[config.mk]
export PLATFORM = sky130hd
export DESIGN_NAME = bmem_arbiter
export DESIGN_NICKNAME = d
export VERILOG_FILES = /design/src/rtl/bmem_arbiter.sv
export SDC_FILE = /design/constraint.sdc
export NUM_CORES = 1
export LEC_CHECK = 0
export ABC_AREA = 1
export CAP_MARGIN = 0
export CORE_MARGIN = 4
export CORE_UTILIZATION = 23
export DETAILED_ROUTE_END_ITERATION = 6
export GPL_ROUTABILITY_DRIVEN = 0
export SETUP_SLACK_MARGIN = 0.15
export SYNTH_ARGS = -nofsm -noshare
export SYNTH_HDL_FRONTEND = slang
export SYNTH_SLANG_ARGS = --single-unit
[constraint.sdc]
create_clock -name clk -period 3.5 [get_ports clk]
set_input_delay 0.7 -clock clk [delete_from_list [all_inputs] [get_ports clk]]
set_output_delay 0.7 -clock clk [all_outputs]
set_load 0.05 [all_outputs]
[src/rtl/bmem_arbiter.sv]
// rtl/bmem_arbiter.sv - I/D cache front end arbitrating cacheline reads/writes onto banked memory
// Optional feature: define BMEM_ARB_RR_EN for round-robin arbitration between the I and D ports.
module bmem_arbiter #(
  parameter int BEAT_W    = 64,
  parameter int BURST_LEN = 4
) (
  input  logic                        clk,
  input  logic                        rst_n,
  input  logic [31:0]                 i_addr,
  input  logic                        i_read,
  output logic                        i_accept,
  output logic                        i_rvalid,
  output logic [BEAT_W-1:0]           i_rdata,
  input  logic [31:0]                 d_addr,
  input  logic                        d_read,
  input  logic                        d_write,
  input  logic [BEAT_W*BURST_LEN-1:0] d_wdata,
  output logic                        d_accept,
  output logic                        d_wdone,
  output logic                        d_rvalid,
  output logic [BEAT_W-1:0]           d_rdata,
  output logic [31:0]                 bmem_addr,
  output logic                        bmem_read,
  output logic                        bmem_write,
  output logic [BEAT_W-1:0]           bmem_wdata,
  input  logic                        bmem_ready,
  input  logic [31:0]                 bmem_raddr,
  input  logic [BEAT_W-1:0]           bmem_rdata,
  input  logic                        bmem_rvalid,
  output logic                        err
);

  localparam int LINE_W = BEAT_W * BURST_LEN;
  localparam int CNT_W  = $clog2(BURST_LEN);
  localparam int LA_W   = 27;
  localparam logic [CNT_W-1:0] LAST_BEAT = CNT_W'(BURST_LEN - 1);

  typedef enum logic {ST_IDLE, ST_WRITE} state_e;

  state_e            state_q, state_d;
  logic              i_pend_q, i_pend_d, d_pend_q, d_pend_d;
  logic [LA_W-1:0]   i_line_q, i_line_d, d_line_q, d_line_d;
  logic [CNT_W-1:0]  i_cnt_q, i_cnt_d, d_cnt_q, d_cnt_d;
  logic [CNT_W-1:0]  wbeat_q, wbeat_d;
  logic [LINE_W-1:0] wline_q, wline_d;
  logic [LA_W-1:0]   waddr_q, waddr_d;
  logic              d_older_q, d_older_d;
  logic              err_q, err_d;
`ifdef BMEM_ARB_RR_EN
  logic              last_d_q, last_d_d;
`endif

  logic i_elig, d_elig, grant_i, grant_d;
  logic hit_i, hit_d, route_i, route_d;

  // Line offset bits never take part in arbitration or routing.
  logic unused_addr_bits;
  assign unused_addr_bits = ^{i_addr[4:0], d_addr[4:0], bmem_raddr[4:0]};

  // Next-state for arbitration, write serialization and read-beat routing; outputs forced low in reset.
  always_comb begin
    state_d   = state_q;
    i_pend_d  = i_pend_q;
    d_pend_d  = d_pend_q;
    i_line_d  = i_line_q;
    d_line_d  = d_line_q;
    i_cnt_d   = i_cnt_q;
    d_cnt_d   = d_cnt_q;
    wbeat_d   = wbeat_q;
    wline_d   = wline_q;
    waddr_d   = waddr_q;
    d_older_d = d_older_q;
    err_d     = err_q;
`ifdef BMEM_ARB_RR_EN
    last_d_d  = last_d_q;
`endif
    i_accept   = 1'b0;
    d_accept   = 1'b0;
    d_wdone    = 1'b0;
    bmem_addr  = 32'h0;
    bmem_read  = 1'b0;
    bmem_write = 1'b0;
    bmem_wdata = '0;
    i_rdata    = bmem_rdata;
    d_rdata    = bmem_rdata;
    err        = err_q;

    // Eligibility looks only at registered pend flags, so a port freed this cycle waits one cycle.
    i_elig  = i_read & ~i_pend_q;
    d_elig  = (d_read | d_write) & ~d_pend_q;
    grant_i = 1'b0;
    grant_d = 1'b0;
    if (state_q == ST_IDLE) begin
`ifdef BMEM_ARB_RR_EN
      if (i_elig && d_elig) begin
        grant_d = ~last_d_q;
        grant_i = last_d_q;
      end else begin
        grant_d = d_elig;
        grant_i = i_elig;
      end
`else
      grant_d = d_elig;
      grant_i = i_elig & ~d_elig;
`endif
    end

    // A beat whose line matches both pending reads goes to whichever was issued first.
    hit_i   = bmem_rvalid & i_pend_q & (bmem_raddr[31:5] == i_line_q);
    hit_d   = bmem_rvalid & d_pend_q & (bmem_raddr[31:5] == d_line_q);
    route_i = hit_i & (~hit_d | ~d_older_q);
    route_d = hit_d & (~hit_i | d_older_q);
    i_rvalid = route_i;
    d_rvalid = route_d;
    if (bmem_rvalid && !hit_i && !hit_d) err_d = 1'b1;
    if (route_i) begin
      i_cnt_d = i_cnt_q + 1'b1;
      if (i_cnt_q == LAST_BEAT) i_pend_d = 1'b0;
    end
    if (route_d) begin
      d_cnt_d = d_cnt_q + 1'b1;
      if (d_cnt_q == LAST_BEAT) d_pend_d = 1'b0;
    end

    if (state_q == ST_WRITE) begin
      bmem_write = 1'b1;
      bmem_addr  = {waddr_q, 5'b0};
      bmem_wdata = wline_q[BEAT_W*wbeat_q +: BEAT_W];
      if (bmem_ready) begin
        wbeat_d = wbeat_q + 1'b1;
        if (wbeat_q == LAST_BEAT) begin
          d_wdone = 1'b1;
          state_d = ST_IDLE;
        end
      end
    end else if (grant_d) begin
      bmem_addr  = {d_addr[31:5], 5'b0};
      bmem_write = d_write;
      bmem_read  = ~d_write;
      if (d_write) bmem_wdata = d_wdata[BEAT_W-1:0];
      d_accept = bmem_ready;
      if (bmem_ready) begin
`ifdef BMEM_ARB_RR_EN
        last_d_d = 1'b1;
`endif
        if (d_write) begin
          state_d = ST_WRITE;
          wline_d = d_wdata;
          waddr_d = d_addr[31:5];
          wbeat_d = CNT_W'(1);
        end else begin
          d_pend_d  = 1'b1;
          d_line_d  = d_addr[31:5];
          d_cnt_d   = '0;
          d_older_d = ~i_pend_d;
        end
      end
    end else if (grant_i) begin
      bmem_addr = {i_addr[31:5], 5'b0};
      bmem_read = 1'b1;
      i_accept  = bmem_ready;
      if (bmem_ready) begin
`ifdef BMEM_ARB_RR_EN
        last_d_d = 1'b0;
`endif
        i_pend_d  = 1'b1;
        i_line_d  = i_addr[31:5];
        i_cnt_d   = '0;
        d_older_d = d_pend_d;
      end
    end

    if (!rst_n) begin
      i_accept   = 1'b0;
      i_rvalid   = 1'b0;
      i_rdata    = '0;
      d_accept   = 1'b0;
      d_wdone    = 1'b0;
      d_rvalid   = 1'b0;
      d_rdata    = '0;
      bmem_addr  = 32'h0;
      bmem_read  = 1'b0;
      bmem_write = 1'b0;
      bmem_wdata = '0;
      err        = 1'b0;
    end
  end

  // State registers; reset aborts any write or read in flight.
  always_ff @(posedge clk or negedge rst_n) begin
    if (!rst_n) begin
      state_q   <= ST_IDLE;
      i_pend_q  <= 1'b0;
      d_pend_q  <= 1'b0;
      i_line_q  <= '0;
      d_line_q  <= '0;
      i_cnt_q   <= '0;
      d_cnt_q   <= '0;
      wbeat_q   <= '0;
      wline_q   <= '0;
      waddr_q   <= '0;
      d_older_q <= 1'b0;
      err_q     <= 1'b0;
`ifdef BMEM_ARB_RR_EN
      last_d_q  <= 1'b0;
`endif
    end else begin
      state_q   <= state_d;
      i_pend_q  <= i_pend_d;
      d_pend_q  <= d_pend_d;
      i_line_q  <= i_line_d;
      d_line_q  <= d_line_d;
      i_cnt_q   <= i_cnt_d;
      d_cnt_q   <= d_cnt_d;
      wbeat_q   <= wbeat_d;
      wline_q   <= wline_d;
      waddr_q   <= waddr_d;
      d_older_q <= d_older_d;
      err_q     <= err_d;
`ifdef BMEM_ARB_RR_EN
      last_d_q  <= last_d_d;
`endif
    end
  end

endmodule

After elaboration in Yosys (flattened, before gate mapping)
Cells that the tools add are included.

Bitwise gates (word level): 22. Mux-type cells: 70. Magnitude comparators: 0. Shift operators: 1. Divide/modulo/power cells: 0. $add $sub $neg: 3. Equality and inequality tests: 9. Reduce and logical (&&, ||, !) cells: 12. Multiply operators: 0.

Operators by type and width (number): $mux 64 (5); $shiftx 256x9->64 (1); $mux 32 (4); $eq 27x27->1 (2); $mux 1 (46); $mux 2 (15); $reduce_and 4->1 (4); $not 1->1 (10); $and 1x1->1 (9); $ne 2x2->1 const B (4); $add 2x1->2 const B (3); $eq 2x2->1 const B (3); $reduce_bool 2->1 (3); $reduce_and 5->1 (1); $or 1x1->1 (3); $logic_and 1x1->1 (2); $logic_not 1->1 (2).

Bits in latches: 0. Bits in read-only memories: 0. Output and inout bits: 232. Bits in registers: 348. Input bits: 423. Memories: 0. Bits in writable memories: 0. Logic and storage cells: 129.

Logic depth before layout (Yosys ltp)
Gate-level depths: netlist (run 1).

Word-level depth: 10. Depth in mapped cells: 14. Depth with buffers taken out: 14.

Worst setup path after synthesis (run 1)
Ideal clock, no wire load.

Path type: input port to output port. From: input port d_read. To: output port bmem_wdata[54]. Stages: 10. Data required time: 2800 ps. Setup slack: 338 ps. Path buffers: 2. Data arrival time: 2462 ps. Cells stage by stage: o21bai_4 nor2_4 inv_2 nor2_1 nor2_1 nor2_2 buf_4 buf_4 o21ai_0 a31oi_1.

Word-level cells in the longest chain between the ends: 6.

Ends and longest elaborated chain: from (decl) (RTL line 15) `input logic d_read,`; $or 1x1->1 (RTL line 90) `d_elig = (d_read | d_write) & ~d_pend_q;`; $and 1x1->1 (RTL line 90); $mux 1 (RTL line 93) `if (state_q == ST_IDLE) begin`; $mux 64 (RTL line 136) `end else if (grant_d) begin`; $mux 64 (RTL line 125) `if (state_q == ST_WRITE) begin`; $mux 64 (RTL line 173) `if (!rst_n) begin`; to (decl) (RTL line 25) `output logic [BEAT_W-1:0] bmem_wdata,`.

Every way passes these cells.

Final worst setup path (run 1)
From: register d_pend_q. To: output port bmem_wdata[55].

Word-level cells in the longest chain between the ends: 6.

Ends and longest elaborated chain: from (decl) (RTL line 41) `logic i_pend_q, i_pend_d, d_pend_q, d_pend_d;`; from (signal assigned) (RTL line 210) `d_pend_q <= d_pend_d;`; $not 1->1 (RTL line 90); $and 1x1->1 (RTL line 90); $mux 1 (RTL line 93); $mux 64 (RTL line 136); $mux 64 (RTL line 125); $mux 64 (RTL line 173).

Every way passes these cells.

==> results.toml, run 1 <==
[run_status]
status = "finished, final reports clean"

[critical_path]
crit_chain = "o21bai_4, nor2_4, inv_2, nor2_4, nor2_2, nor2_4, buf_6, buf_12, buf_4, o21ai_0, a31oi_1, buf_4, buf_12"
crit_required_ns = 2.80
startpoint_type = "flip-flop"
arrival_ns = 2.62
critPathKind = "flip-flop to output pin"
cp-end-kind = "output pin"
cp_slowest_stage_delay_ns = 0.43
worstPathMaxFanout = 7
crit_path_frequent_cell = "nor2_4"
cp_slowest_cell = "dfrtp_2"

[layout]
fin_area_sq_um = 30400
drive_gt1_frac = 0.195
area_growth_pct = 63.0
nets = 3309

[min_path]
hp-class = "input port to asynchronous set/reset pin"

[global_routing]
gr-usage-all-layers = 0.173
use_met1 = 0.195
grt_pass1_vias = 17600
grt_overflow = 0
met2_usage = 0.303
antenna_found_initial = 17
grt_use_met3 = 0.0512
busiest_layer = "met2"
grt_pass1_wl_microns = 113000
grt_max_degree = 130

[synthesis]
yosysTopAreaCellShare = 0.467
ys_ff_latch = 348
ys_types = 32
synth.area.top_cells = "dfrtp_1 (47%), nand2_1 (11%), mux2_2 (7.1%), o21ai_0 (6.3%), inv_1 (6.1%)"
synth-warning-count = 0
yosys.area.top_type = "dfrtp_1"
syn_avg_cell_area_sq_um = 8.15
synthFlopType = "dfrtp_1"
synthCells = 2286
ys_seq_area_frac = 0.467
synth_edf_count = 0
synthesis.area_sq_um = 18600
async_reset_ff_frac = 1.00

[power_and_ir_drop]
power_leakage_nw = 13.6
power_frac_comb = 0.470
power_mw = 22.0
seqPwrFrac = 0.312
p_sw_mw = 8.57
ir_worst_vdd_uv = 452
sw_frac_of_total = 0.389
p_int_mw = 13.5
power_density_nw_per_um2 = 725
clockPowerShare = 0.217

[drt]
drtAntennaViolNets = 0
drt_pass1_iterations = 6
via_per_inst = 4.41
wl_microns = 77300
drtIter0Drc = 904
drc = 0
vias = 17600
wire_per_inst_microns = 19.4

[floorplan]
io_pins = 655
core-area_sq_um = 80400
die-area_sq_um = 85700
row_count = 104
die-height_microns = 293
die_w_microns = 293
initial_utilization = 0.232

[timing]
slew_viol_final = 0
setup_viol = 0
max_freq_ghz = 0.301
min_period_ns = 3.32
fin_tns_setup_ns = 0
relSlewSlack = 0.448
grt_setup_unrepaired = "yes"
worst_pin_slew_ns = 0.828
hold_viol_final = 0
fin_crit_sh = 0.949
worst_clock_skew_ns = 0.0136

[clock_network]
cts_made_buffers = 46
clock_path_buffers = 3
cts_tree = "done"
cts_sinks = 348
cts_max_level = 2
clk_transition_reported_paths_ns = 0.06
clk_latency_ns = 0.58
cts-root-buf = "clkbuf_16"

[run]
drv_cap = 0

[placed_design]
dp_hpwl_microns = 59300
dpl_cell_area_sq_um = 28200
portBuffers = 634
## cells in the mapped netlist, types with 11 or more instances
library cell	count
a21oi_1	97
a31oi_1	91
buf_2	25
buf_4	76
buf_6	22
clkbuf_1	80
dfrtp_1	348
inv_1	302
mux2_1	11
mux2_2	118
nand2_1	570
nand3_1	15
nor2_1	96
o211ai_1	64
o21ai_0	235
o21ai_1	80
xnor2_1	18
## placed cells by master (no fill, tap or decap), types with 8 or more instances in the layout
| cell | Yosys | routed |
|---|---|---|
| o21ai_0 | 235 | 217 |
| buf_4 | 76 | 88 |
| nand2_1 | 570 | 568 |
| dfrtp_1 | 348 | 345 |
| inv_1 | 302 | 300 |
| a31oi_1 | 91 | 75 |
| buf_12 | 0 | 212 |
| nor2_1 | 96 | 88 |
| clkdlybuf4s50_1 | 0 | 412 |
| xnor2_1 | 18 | 15 |
| a21oi_1 | 97 | 96 |
| clkbuf_16 | 0 | 49 |
| a31oi_2 | 0 | 16 |
| buf_6 | 22 | 8 |
| mux2_1 | 11 | 11 |
| clkbuf_1 | 80 | 9 |
| o211ai_1 | 64 | 64 |
| clkbuf_8 | 0 | 11 |
| dlymetal6s2s_1 | 0 | 12 |
| mux2_2 | 118 | 118 |
| o21ai_1 | 80 | 94 |
| nand4_1 | 8 | 8 |
| bufbuf_16 | 0 | 15 |
| nand3_1 | 15 | 14 |
## flip-flops by register name (all words and copies together), names as in the netlist, 2 cells and up
name,count
wbeat_q,2
i_line_q,27
d_line_q,27
d_cnt_q,2
wline_q,256
waddr_q,27
i_cnt_q,2
## routing by layer
| layer | wire length [microns] | up-vias |
|---|---|---|
| met4 | 3740 | 16 |
| met1 | 29100 | 8250 |
| met5 | 120 | - |
| met3 | 6060 | 149 |
| li1 | - | 8544 |
| met2 | 38200 | 598 |
## layout make-up
type / instances / area [sq um]
fill: 8020 / 50000
timing repair buffer: 756 / 9910
sequential: 348 / 8720
multi-input combinational: 1424 / 7720
clock buffer: 67 / 1360
tap: 1060 / 1330
inverter: 307 / 1160
clock inverter: 13 / 168
antenna: 6 / 15.0
## metrics by stage
step | instances | setup WS (ns) | util | hold WS, ns
final | 3981 | 0.180 | 0.378 | 0.216
after CTS | 3971 | 0.103 | 0.372 | 0.190
after floorplan | 2290 | 0.338 | - | 0.404
after detailed placement | 3881 | 0.0214 | 0.351 | 0.470
after global routing | 3980 | 0.0172 | 0.378 | 0.216
after global placement | 3881 | 0.0365 | 0.351 | 0.460
## critical path, delay by kind of cell, from the launching register on
family,cells,cell delay (ns)
AOI/OAI and AO/OA,3,0.47
DFF,1,0.43
and+or+nand+nor,4,0.37
buffers and inverters,6,0.77
## worst paths after layout
kind	start	end	slack [ns]	cells after the start
worst max-delay path	d_pend_q$_DFF_PN0_	bmem_wdata[55]	0.18	13
worst min-delay path	rst_n	wline_q[148]$_DFFE_PN0P_	0.22	2
worst max register to register	d_pend_q$_DFF_PN0_	wline_q[35]$_DFFE_PN0P_	1.21	10
worst min register to register	wline_q[212]$_DFFE_PN0P_	wline_q[212]$_DFFE_PN0P_	0.48	1
max in group asynchronous	rst_n	wline_q[134]$_DFFE_PN0P_	1.56	4
min in group clk	wline_q[212]$_DFFE_PN0P_	wline_q[212]$_DFFE_PN0P_	0.48	1
## cell families after synthesis
group                    Yosys count  synth area share
XOR/XNOR                          20           0.00940
AND/OR/NAND/NOR                  698             0.145
multiplexers                     129            0.0779
buffers and inverters            518             0.130
other                              1          0.000201
adder cells (fa/ha/maj)            3           0.00201
flip-flops                       348             0.467
AO/OA/AOI/OAI                    569             0.168
## what timing repair did
action / in CTS / in global routing
setup buffers: 8 / 2
hold buffers: 1 / 0
gates resized for setup: 23 / 81
endpoints found under the hold margin: 6 / 0
endpoints found under the setup margin: 64 / 91
pin swaps: 1 / 5
gates cloned: 1 / 2
## power by group through the flow
stage	registers (mW)	clock network, mW	logic [mW]
floorplan	6.64	0	5.95
global placement	6.90	0	9.81
detailed placement	6.96	0	9.92
CTS	6.86	4.94	10.2
global route	7.11	5.12	11.3
finish	6.88	4.78	10.4
Note: power is estimated with default switching activity, not from simulation.
==> run 2, diff against run 1 <==
CELL_PAD_IN_SITES_DETAIL_PLACEMENT = 1   (was not set)
CELL_PAD_IN_SITES_GLOBAL_PLACEMENT = 1   (was not set)
CORE_AREA = 4 4 250 252   (was not set)
CORE_MARGIN = not set   (was 4)
CORE_UTILIZATION = not set   (was 23)
DIE_AREA = 0 0 254 256   (was not set)
PLACE_DENSITY_LB_ADDON = 0.1   (was not set)
==> run 2 against run 1 <==
Net effect:
- core utilization up 11 points
- sequential share of layout area rose by 0.79 points
- design area decreased by 2.7%
- combinational power about the same
- power down 0.51%
- die area fell by 24%
- via count up 1.1%
- setup slack improved by 0.027 ns
- global-route usage rose by 5.9 points
- fmax grew 0.81%
- worst hold slack gained 0.039 ns
- largest power group unchanged
==> results.toml, run 2 (synthesized netlist as in run 1, its figures left out) <==
[drt]
drc = 0
wl_microns = 77800
via_per_inst = 4.83
drtAntennaViolNets = 0
wire_per_inst_microns = 21.2
vias = 17800
drtIter0Drc = 896
drt_pass1_iterations = 5

[critical_path]
critPathKind = "input port to output pin"
cp-end-kind = "output pin"
rr_startpoint = "d_pend_q$_DFF_PN0_"
r2r_cells = 10
r2r_setup_slack_ns = 1.29
crit_required_ns = 2.80
startpoint_type = "input port"
crit_start = "bmem_raddr[9]"
regToRegEndpoint = "wline_q[204]$_DFFE_PN0P_"
worstPathMaxFanout = 3
arrival_ns = 2.59
cp-endpoint = "i_rvalid"

[power_and_ir_drop]
ir_worst_vdd_uv = 401
power_mw = 21.9
power_leakage_nw = 13.2
power_density_nw_per_um2 = 741

[floorplan]
row_count = 90
core-area_sq_um = 60100
die-height_microns = 256
die_w_microns = 254
initial_utilization = 0.310
io_pins = 655
die-area_sq_um = 65000

[global_routing]
grt_max_degree = 162
grt_pass1_wl_microns = 117000
grt_overflow = 0
antenna_found_initial = 34
grt_pass1_vias = 19100
gr-usage-all-layers = 0.232

[timing]
worst_clock_skew_ns = 0.0139
setup_ws_ns = 0.207
hold_viol_final = 0
relSlewSlack = 0.384
worst_pin_slew_ns = 0.924
max_freq_ghz = 0.304
slew_viol_final = 0
grt_setup_unrepaired = "yes"
setup_viol = 0
min_period_ns = 3.29
whs_ns = 0.255
fin_tns_setup_ns = 0
fin_crit_sh = 0.941

[placed_design]
place_ws_ns = -0.100
dp_hpwl_microns = 57200
portBuffers = 634
dp_cells = 3557
dpl_cell_area_sq_um = 27500

[layout]
layout_common_cells = "nand2_1 (570), clkdlybuf4s50_1 (419), dfrtp_1 (346), inv_1 (299), o21ai_0 (230)"
fin_cells = 3676
largest_reg_flops = 256
fin_area_sq_um = 29600
area_growth_pct = 58.6
largest-register = "wline_q"
layout_commonest_cell = "nand2_1"
nets = 3265
drive_gt1_frac = 0.174
postLayoutCoreUtil = 0.492

[run_status]
status = "finished, final reports clean"

[clock_network]
clock_path_buffers = 3
cts_made_buffers = 44
clk_latency_ns = 0.58
cts_tree = "done"
cts_sinks = 348
clk_transition_reported_paths_ns = 0.05
cts-root-buf = "clkbuf_16"
cts_max_level = 2

[run]
drv_cap = 0

[min_path]
hp-class = "input port to asynchronous set/reset pin"
-- run 2: cell types whose count changed in the layout (fill, tap and decap cells not counted), sizes merged --
cell / before / now
dlygate4sd2: 2 / 3
bufbuf: 15 / 5
clkinv: 7 / 11
dlymetal6s2s: 12 / 4
diode: 6 / 22
buf: 312 / 279
inv: 307 / 308
bufinv: 3 / 7
clkinvlp: 3 / 0
clkbuf: 69 / 63
clkdlybuf4s50: 412 / 419
-- run 2: how the worst min path moves through the flow --
| stage | startpoint | endpoint | slack [ns] | cells past startpoint |
|---|---|---|---|---|
| 2_1_floorplan | rst_n | d_cnt_q[0]$_DFF_PN0_ | 0.40 | 0 |
| 3_3_place_gp | i_cnt_q[0]$_DFF_PN0_ | i_cnt_q[0]$_DFF_PN0_ | 0.45 | 1 |
| 3_5_place_dp | wline_q[217]$_DFFE_PN0P_ | wline_q[217]$_DFFE_PN0P_ | 0.47 | 1 |
| 4_1_cts | rst_n | i_line_q[26]$_DFFE_PN0P_ | 0.32 | 2 |
| 5_1_grt | rst_n | waddr_q[0]$_DFFE_PN0P_ | 0.33 | 2 |
| 6_report | rst_n | waddr_q[0]$_DFFE_PN0P_ | 0.25 | 2 |
-- run 2: worst max-delay path, stage by stage --
cell	delay [ns]
clkdlybuf4s50_1	0.51
xnor2_1	0.12
buf_4	0.16
nand3_1	0.07
nor2_1	0.22
nand3_1	0.17
nor2_4	0.21
o21ai_2	0.08
inv_1	0.14
nor2_4	0.05
buf_12	0.16
-- run 2: per-layer routing --
metal	vias to the layer above	track usage	share of wire
met4	28	0.0803	0.032
li1	8451	-	-
met1	8651	0.276	0.40
met2	482	0.400	0.50
met3	140	0.0662	0.068
met5	-	0	0.0026
-- run 2: cell type report --
class	instances	area (sq um)
Antenna cell	22	55.1
Clock buffer	60	1220
Clock inverter	19	304
Fill cell	6831	30600
Inverter	307	1160
Multi-Input combinational cell	1424	7600
Sequential cell	348	8720
Tap cell	782	978
Timing Repair Buffer	714	9520
-- run 2: what timing repair did --
| action | CTS | global route |
|---|---|---|
| setup endpoints to repair | 65 | 53 |
| gates resized for setup | 24 | 22 |
| pin swaps | 1 | 1 |
| cloned | 3 | 3 |
| buffers inserted | 5 | 6 |
| hold endpoints to repair | 2 | 0 |
| hold buffers | 1 | 0 |
-- run 2: power breakdown --
part	internal [mW]	leakage [nW]	switching, mW
logic	4.37	8.28	5.79
clock network	2.97	0.753	1.86
registers	5.98	4.20	0.942
